==> config.mk <==
export PLATFORM = sky130hd
export DESIGN_NAME = cop0_exc
export DESIGN_NICKNAME = d
export VERILOG_FILES = /design/src/rtl/cop0_exc.sv
export SDC_FILE = /design/constraint.sdc
export NUM_CORES = 1
export LEC_CHECK = 0
export ABC_AREA = 1
export CAP_MARGIN = 25
export CORE_MARGIN = 2
export CORE_UTILIZATION = 50
export DETAILED_ROUTE_END_ITERATION = 12
export PLACE_DENSITY = 0.81
export SLEW_MARGIN = 25
export SYNTH_ARGS = -nofsm -noshare
export SYNTH_HDL_FRONTEND = slang
export SYNTH_SLANG_ARGS = --single-unit
==> constraint.sdc <==
create_clock -name clk -period 2.17 [get_ports clk]
set_input_delay 0.434 -clock clk [delete_from_list [all_inputs] [get_ports clk]]
set_output_delay 0.434 -clock clk [all_outputs]
set_load 0.01 [all_outputs]
==> src/rtl/cop0_exc.sv <==
// Coprocessor-0 for the MIPS core: Count/Compare/Status/Cause/EPC/ErrorEPC, event
// prioritisation (exception > syscall/break > eret > interrupt) and a registered fetch redirect.
module cop0_exc #(
    parameter int          NUM_HW_INT  = 5,
    parameter int          COUNT_DIV   = 2,
    parameter logic [31:0] EXC_VECTOR  = 32'h0000_3000,
    parameter logic [31:0] BOOT_VECTOR = 32'hBFC0_0380
) (
    input  logic                  clk,
    input  logic                  rst_n,
    input  logic                  op_valid,
    input  logic [2:0]            cop_op,
    input  logic [4:0]            reg_num,
    input  logic                  reg_wr,
    input  logic [31:0]           wr_data,
    output logic [31:0]           rd_data,
    input  logic [31:0]           pc_in,
    input  logic                  in_delay,
    input  logic                  exc_req,
    input  logic [4:0]            exc_code,
    input  logic [NUM_HW_INT-1:0] hw_int,
    output logic                  redirect,
    output logic [31:0]           redirect_pc,
    output logic                  int_pending
);

    localparam logic [2:0] COP_OP_MV  = 3'd0;
    localparam logic [2:0] COP_OP_EN  = 3'd1;
    localparam logic [2:0] COP_OP_DIS = 3'd2;
    localparam logic [2:0] COP_OP_RET = 3'd3;
    localparam logic [2:0] COP_OP_SYS = 3'd4;
    localparam logic [2:0] COP_OP_BRK = 3'd5;

    localparam logic [4:0] REG_COUNT     = 5'd9;
    localparam logic [4:0] REG_COMPARE   = 5'd11;
    localparam logic [4:0] REG_STATUS    = 5'd12;
    localparam logic [4:0] REG_CAUSE     = 5'd13;
    localparam logic [4:0] REG_EPC       = 5'd14;
    localparam logic [4:0] REG_ERROR_EPC = 5'd30;

    localparam logic [4:0]  EXC_INT      = 5'd0;
    localparam logic [4:0]  EXC_SYS      = 5'd8;
    localparam logic [4:0]  EXC_BP       = 5'd9;
    localparam logic [31:0] STATUS_MASK  = 32'h0040_FF07;
    localparam logic [31:0] STATUS_RESET = 32'h0040_0001;
    localparam int          DIV_W        = (COUNT_DIV > 1) ? $clog2(COUNT_DIV) : 1;

    logic [31:0]      count;
    logic [31:0]      compare;
    logic [31:0]      status;
    logic [31:0]      epc;
    logic [31:0]      error_epc;
    logic             cause_bd;
    logic             cause_ti;
    logic [4:0]       ip_hw;
    logic [1:0]       ip_sw;
    logic [4:0]       cause_exc;
    logic [DIV_W-1:0] div_cnt;

    logic [4:0]  hw_ext;
    logic [7:0]  cause_ip;
    logic [31:0] cause;
    logic [31:0] count_inc;
    logic [4:0]  entry_code;
    logic        tick;
    logic        accept;
    logic        take_exc;
    logic        take_sys;
    logic        take_ret;
    logic        take_int;
    logic        take_entry;
    logic        run_op;
    logic        mtc0;
    logic        wr_count;
    logic        wr_compare;
    logic        wr_status;

    // NOTE: default every always_comb output first so no path leaves a latch behind.
    always_comb begin
        hw_ext = '0;
        hw_ext[NUM_HW_INT-1:0] = hw_int;
    end

    assign cause_ip    = {cause_ti, ip_hw, ip_sw};
    assign cause       = {cause_bd, cause_ti, 14'd0, cause_ip, 1'b0, cause_exc, 2'b00};
    assign int_pending = status[0] & ~status[1] & ~status[2] & (|(cause_ip & status[15:8]));

    // The instruction in a redirect cycle is being flushed, so nothing is accepted then.
    assign accept     = ~redirect;
    assign take_exc   = accept & exc_req;
    assign take_sys   = accept & op_valid & ~exc_req &
                        ((cop_op == COP_OP_SYS) || (cop_op == COP_OP_BRK));
    assign take_ret   = accept & op_valid & ~exc_req & (cop_op == COP_OP_RET);
    assign take_int   = accept & ~exc_req & ~take_sys & ~take_ret & int_pending;
    assign take_entry = take_exc | take_sys | take_int;
    assign run_op     = accept & op_valid & ~exc_req & ~take_int;
    assign mtc0       = run_op & (cop_op == COP_OP_MV) & reg_wr;
    assign wr_count   = mtc0 & (reg_num == REG_COUNT);
    assign wr_compare = mtc0 & (reg_num == REG_COMPARE);
    assign wr_status  = mtc0 & (reg_num == REG_STATUS);

    assign entry_code = take_exc ? exc_code :
                        take_sys ? ((cop_op == COP_OP_BRK) ? EXC_BP : EXC_SYS) : EXC_INT;

    assign tick      = (div_cnt == DIV_W'(COUNT_DIV - 1));
    assign count_inc = count + 32'd1;

    always_comb begin
        rd_data = '0;
        if (op_valid) begin
            case (cop_op)
                COP_OP_MV: begin
                    case (reg_num)
                        REG_COUNT:     rd_data = count;
                        REG_COMPARE:   rd_data = compare;
                        REG_STATUS:    rd_data = status;
                        REG_CAUSE:     rd_data = cause;
                        REG_EPC:       rd_data = epc;
                        REG_ERROR_EPC: rd_data = error_epc;
                        default:       rd_data = '0;
                    endcase
                end
                COP_OP_EN, COP_OP_DIS: rd_data = status;
                default:               rd_data = '0;
            endcase
        end
    end

    // NOTE: sequential state uses non-blocking assignments so every register sees pre-edge values.
    always_ff @(posedge clk) begin
        if (!rst_n) begin
            count       <= '0;
            compare     <= '0;
            status      <= STATUS_RESET;
            epc         <= '0;
            error_epc   <= '0;
            cause_bd    <= 1'b0;
            cause_ti    <= 1'b0;
            ip_hw       <= '0;
            ip_sw       <= '0;
            cause_exc   <= '0;
            div_cnt     <= '0;
            redirect    <= 1'b0;
            redirect_pc <= '0;
        end else begin
            div_cnt <= tick ? '0 : div_cnt + 1'b1;
            ip_hw   <= hw_ext;

            // A software write to Count overrides the increment and suppresses the match.
            if (wr_count) begin
                count <= wr_data;
            end else if (tick) begin
                count <= count_inc;
            end

            if (wr_compare) begin
                compare  <= wr_data;
                cause_ti <= 1'b0;
            end else if (tick && !wr_count && (count_inc == compare)) begin
                cause_ti <= 1'b1;
            end

            if (wr_status) begin
                status <= wr_data & STATUS_MASK;
            end else if (take_entry) begin
                status[1] <= 1'b1;
            end else if (take_ret) begin
                if (status[2]) begin
                    status[2] <= 1'b0;
                end else begin
                    status[1] <= 1'b0;
                end
            end else if (run_op && (cop_op == COP_OP_EN)) begin
                status[0] <= 1'b1;
            end else if (run_op && (cop_op == COP_OP_DIS)) begin
                status[0] <= 1'b0;
            end

            if (mtc0 && (reg_num == REG_CAUSE)) begin
                ip_sw <= wr_data[9:8];
            end

            // A nested entry (EXL already set) keeps the original return address.
            if (take_entry) begin
                cause_exc <= entry_code;
                if (!status[1]) begin
                    epc      <= in_delay ? pc_in - 32'd4 : pc_in;
                    cause_bd <= in_delay;
                end
            end else if (mtc0 && (reg_num == REG_EPC)) begin
                epc <= wr_data;
            end

            if (mtc0 && (reg_num == REG_ERROR_EPC)) begin
                error_epc <= wr_data;
            end

            redirect <= take_entry | take_ret;
            if (take_entry) begin
                redirect_pc <= status[22] ? BOOT_VECTOR : EXC_VECTOR;
            end else if (take_ret) begin
                redirect_pc <= status[2] ? error_epc : epc;
            end
        end
    end

endmodule

==> flow_metrics.env <==
export IMPL_row_count=54
export IMPL_ys_ff_latch=188
export IMPL_die_y_um=153
export IMPL_period_minus_slack_ns=2.42
export IMPL_fin_crit_sh=1.12
export IMPL_vias=14500
export IMPL_synth_top_area_frac=0.338
export IMPL_p_leak_nw=7.07
export IMPL_async_reset_ff_frac=0
export IMPL_area_growth_pct=54.9
export IMPL_yosys_top_cells_count="nand2_1, inv_1, dfxtp_1"
export IMPL_synth_avg_cell_area_um2=6.34
export IMPL_antenna_violating_nets_post_route=0
export IMPL_antenna_found_initial=0
export IMPL_drc=0
export IMPL_crit_fanout=7
export IMPL_violations="negative setup slack"
export IMPL_place_inst=2324
export IMPL_cp_end_kind="flip-flop"
export IMPL_ys_seq_area_frac=0.338
export IMPL_ys_flop_type="dfxtp_1"
export IMPL_ys_warn_count=0
export IMPL_yosysTopAreaCell="dfxtp_1"
export IMPL_yosysMostFrequentCell="nand2_1"
export IMPL_p_per_area_nw_per_um2=498
export IMPL_rsz0062_at_grt="true"
export IMPL_grt_max_degree=82
export IMPL_initial_utilization=0.510
export IMPL_status="finished with violations"
export IMPL_clk_root_buffer_cell="clkbuf_16"
export IMPL_path_buf_inv=4
export IMPL_netlist_area_um2=11100
export IMPL_clk_pin_slew_ns=0.08
export IMPL_ir_worst_vdd_v=0.000557
export IMPL_routabilityCongestion=1.06
export IMPL_grt_pass1_vias=13300
export IMPL_drt_first_pass_iters=7
export IMPL_crit_chain="inv_1, nand3_1, a21oi_4, buf_6, nand3_4, nand4_1, buf_6, buf_4, nand3_1, nor2_1, nand3_2, a21oi_4"
export IMPL_drive_gt1_frac=0.296
export IMPL_crit_arrival_ns=2.77
export IMPL_post_route_util=0.790
export IMPL_globalRouteTotalUtil=0.399
export IMPL_finalWirelength_mm=52.4
export IMPL_start_kind="flip-flop"
export IMPL_coreArea_um2=21800
export IMPL_synthesis_nets=1846
export IMPL_die_area_um2=23500
export IMPL_cts_tree="built"
export IMPL_vias_per_cell=6.04
export IMPL_total_power_w=0.00858
export IMPL_setup_violations=78
export IMPL_drt_wirelength_per_cell_um=21.8
export IMPL_first_iter_violations=1916
export IMPL_n_antenna_cell=0
export IMPL_clock_sinks=188
export IMPL_slew_violations=0
export IMPL_finalNonFillerCells=2405
export IMPL_cts_htree_levels=4
export IMPL_fmaxAchievable_mhz=413
export IMPL_grt_pass1_wl_mm=73.4
export IMPL_ys_types=44
export IMPL_synth_edf_count=0
export IMPL_holdCritPathClass="input port to flip-flop"
export IMPL_dp_hpwl_mm=35.0
export IMPL_max_stage_delay_ns=0.33
export IMPL_cpLargestDelayFamily="simple AND/OR/NAND/NOR gates"
export IMPL_dp_slack_ns=-1.05
export IMPL_cts_made_buffers=17
export IMPL_synth_area_top_cells="dfxtp_1, nand2_1, o21ai_0, inv_1, a21oi_1"
export IMPL_cp_required_ns=2.52
export IMPL_holdWs_ns=0.363
export IMPL_fin_ws_ns=-0.252
export IMPL_clk_insertion_delay_late_ns=0.45
export IMPL_max_cap_violations=0
export IMPL_worstMarginPinSlew_ns=0.527
export IMPL_critPathKind="flip-flop to flip-flop"
export IMPL_port_buffers=153
export IMPL_finalNetCount=2202
export IMPL_relSlewSlack=0.645
export IMPL_skew_ns=0.0191
export IMPL_die_w_um=153
export IMPL_ioPinCount=154
export IMPL_cts_max_path_buffers=2
export IMPL_cpMaxStageDelayCell="dfxtp_1"
export IMPL_synthCells=1756
export IMPL_finalHoldViolCount=0
export IMPL_grt_overflow=0
## report_power, final
part | switching (W) | internal, W
Clock | 0.00175 | 0.00170
Combinational | 0.000825 | 0.000640
Sequential | 0.000104 | 0.00356
## placed cells by master (no fill, tap or decap), types with 29 or more instances in the layout
cell             count
nand2_1            375
buf_4              200
inv_1              192
dfxtp_1            167
a21oi_1            137
o21ai_0            121
nor2_1             112
clkdlybuf4s50_1    109
nand3_1             98
o21ai_1             66
buf_6               61
nand2_2             45
nor2_4              30
a31oi_1             29
## routing by layer
layer	share of wire	vias up	GRT usage
met5	0	-	0
met4	0.083	0	0.256
met3	0.11	302	0.0731
met2	0.45	1042	0.631
met1	0.36	6622	0.501
li1	-	6555	-
## worst register-to-register path, stage by stage, from the launching register on
cell and delay, ns:
dfxtp_1 0.33, inv_1 0.16, nand3_1 0.18, a21oi_4 0.20, buf_6 0.13, nand3_4 0.09, nand4_1 0.23, buf_6 0.18
buf_4 0.19, nand3_1 0.08, nor2_1 0.14, nand3_2 0.14, a21oi_4 0.27
## timing repair
item,in CTS,in global routing
buffers inserted,28,13
gates cloned,5,8
resized for setup,397,259
endpoints found under the setup margin,159,162
hold buffers,0,0
pin swaps,52,91
## final timing paths
check / startpoint / end / slack, ns / cells past startpoint
min: rst_n / error_epc[30] / 0.36 / 3
max: status[2] / cause_ti / -0.25 / 12
min reg2reg: redirect_pc[1] / redirect_pc[1] / 0.46 / 2
max reg2reg: status[2] / cause_ti / -0.25 / 12
## kinds of logic (layout without fill, tap and decap cells)
kind of cell	count (synthesis)	after routing	synth area share
AND/OR/NAND/NOR	760	760	0.287
multiplexers	1	1	0.00101
AO/OA/AOI/OAI	468	468	0.235
XOR/XNOR	26	26	0.0242
buffers and inverters	311	680	0.113
flip-flops	188	188	0.338
adder cells (fa/ha/maj)	2	2	0.00225
## metrics by stage
stage          TNS (ns)  area [µm²]
2_1_floorplan         0       11100
3_3_place_gp    -108.55       14500
3_5_place_dp    -118.44       14500
4_1_cts          -0.825       16200
5_1_grt          -12.66       17200
6_report          -5.79       17200
## final cells by class
cell class | instances | area, µm²
sequential | 188 | 3800
tap | 280 | 350
multi-input combinational | 1257 | 7370
clock inverter | 15 | 219
fill | 1516 | 4590
clock buffer | 17 | 425
inverter | 220 | 872
timing repair buffer | 428 | 4200
## sequential cells by signal, summed over array words and instances, names as in the netlist
signal / cells
epc: 32
cause_bd: 1
cause_ti: 1
redirect_pc: 32
count: 32
ip_sw: 2
ip_hw: 5
div_cnt: 1
redirect: 1
compare: 32
cause_exc: 5
status: 12
error_epc: 32
Note: power is estimated with default switching activity, not from simulation.
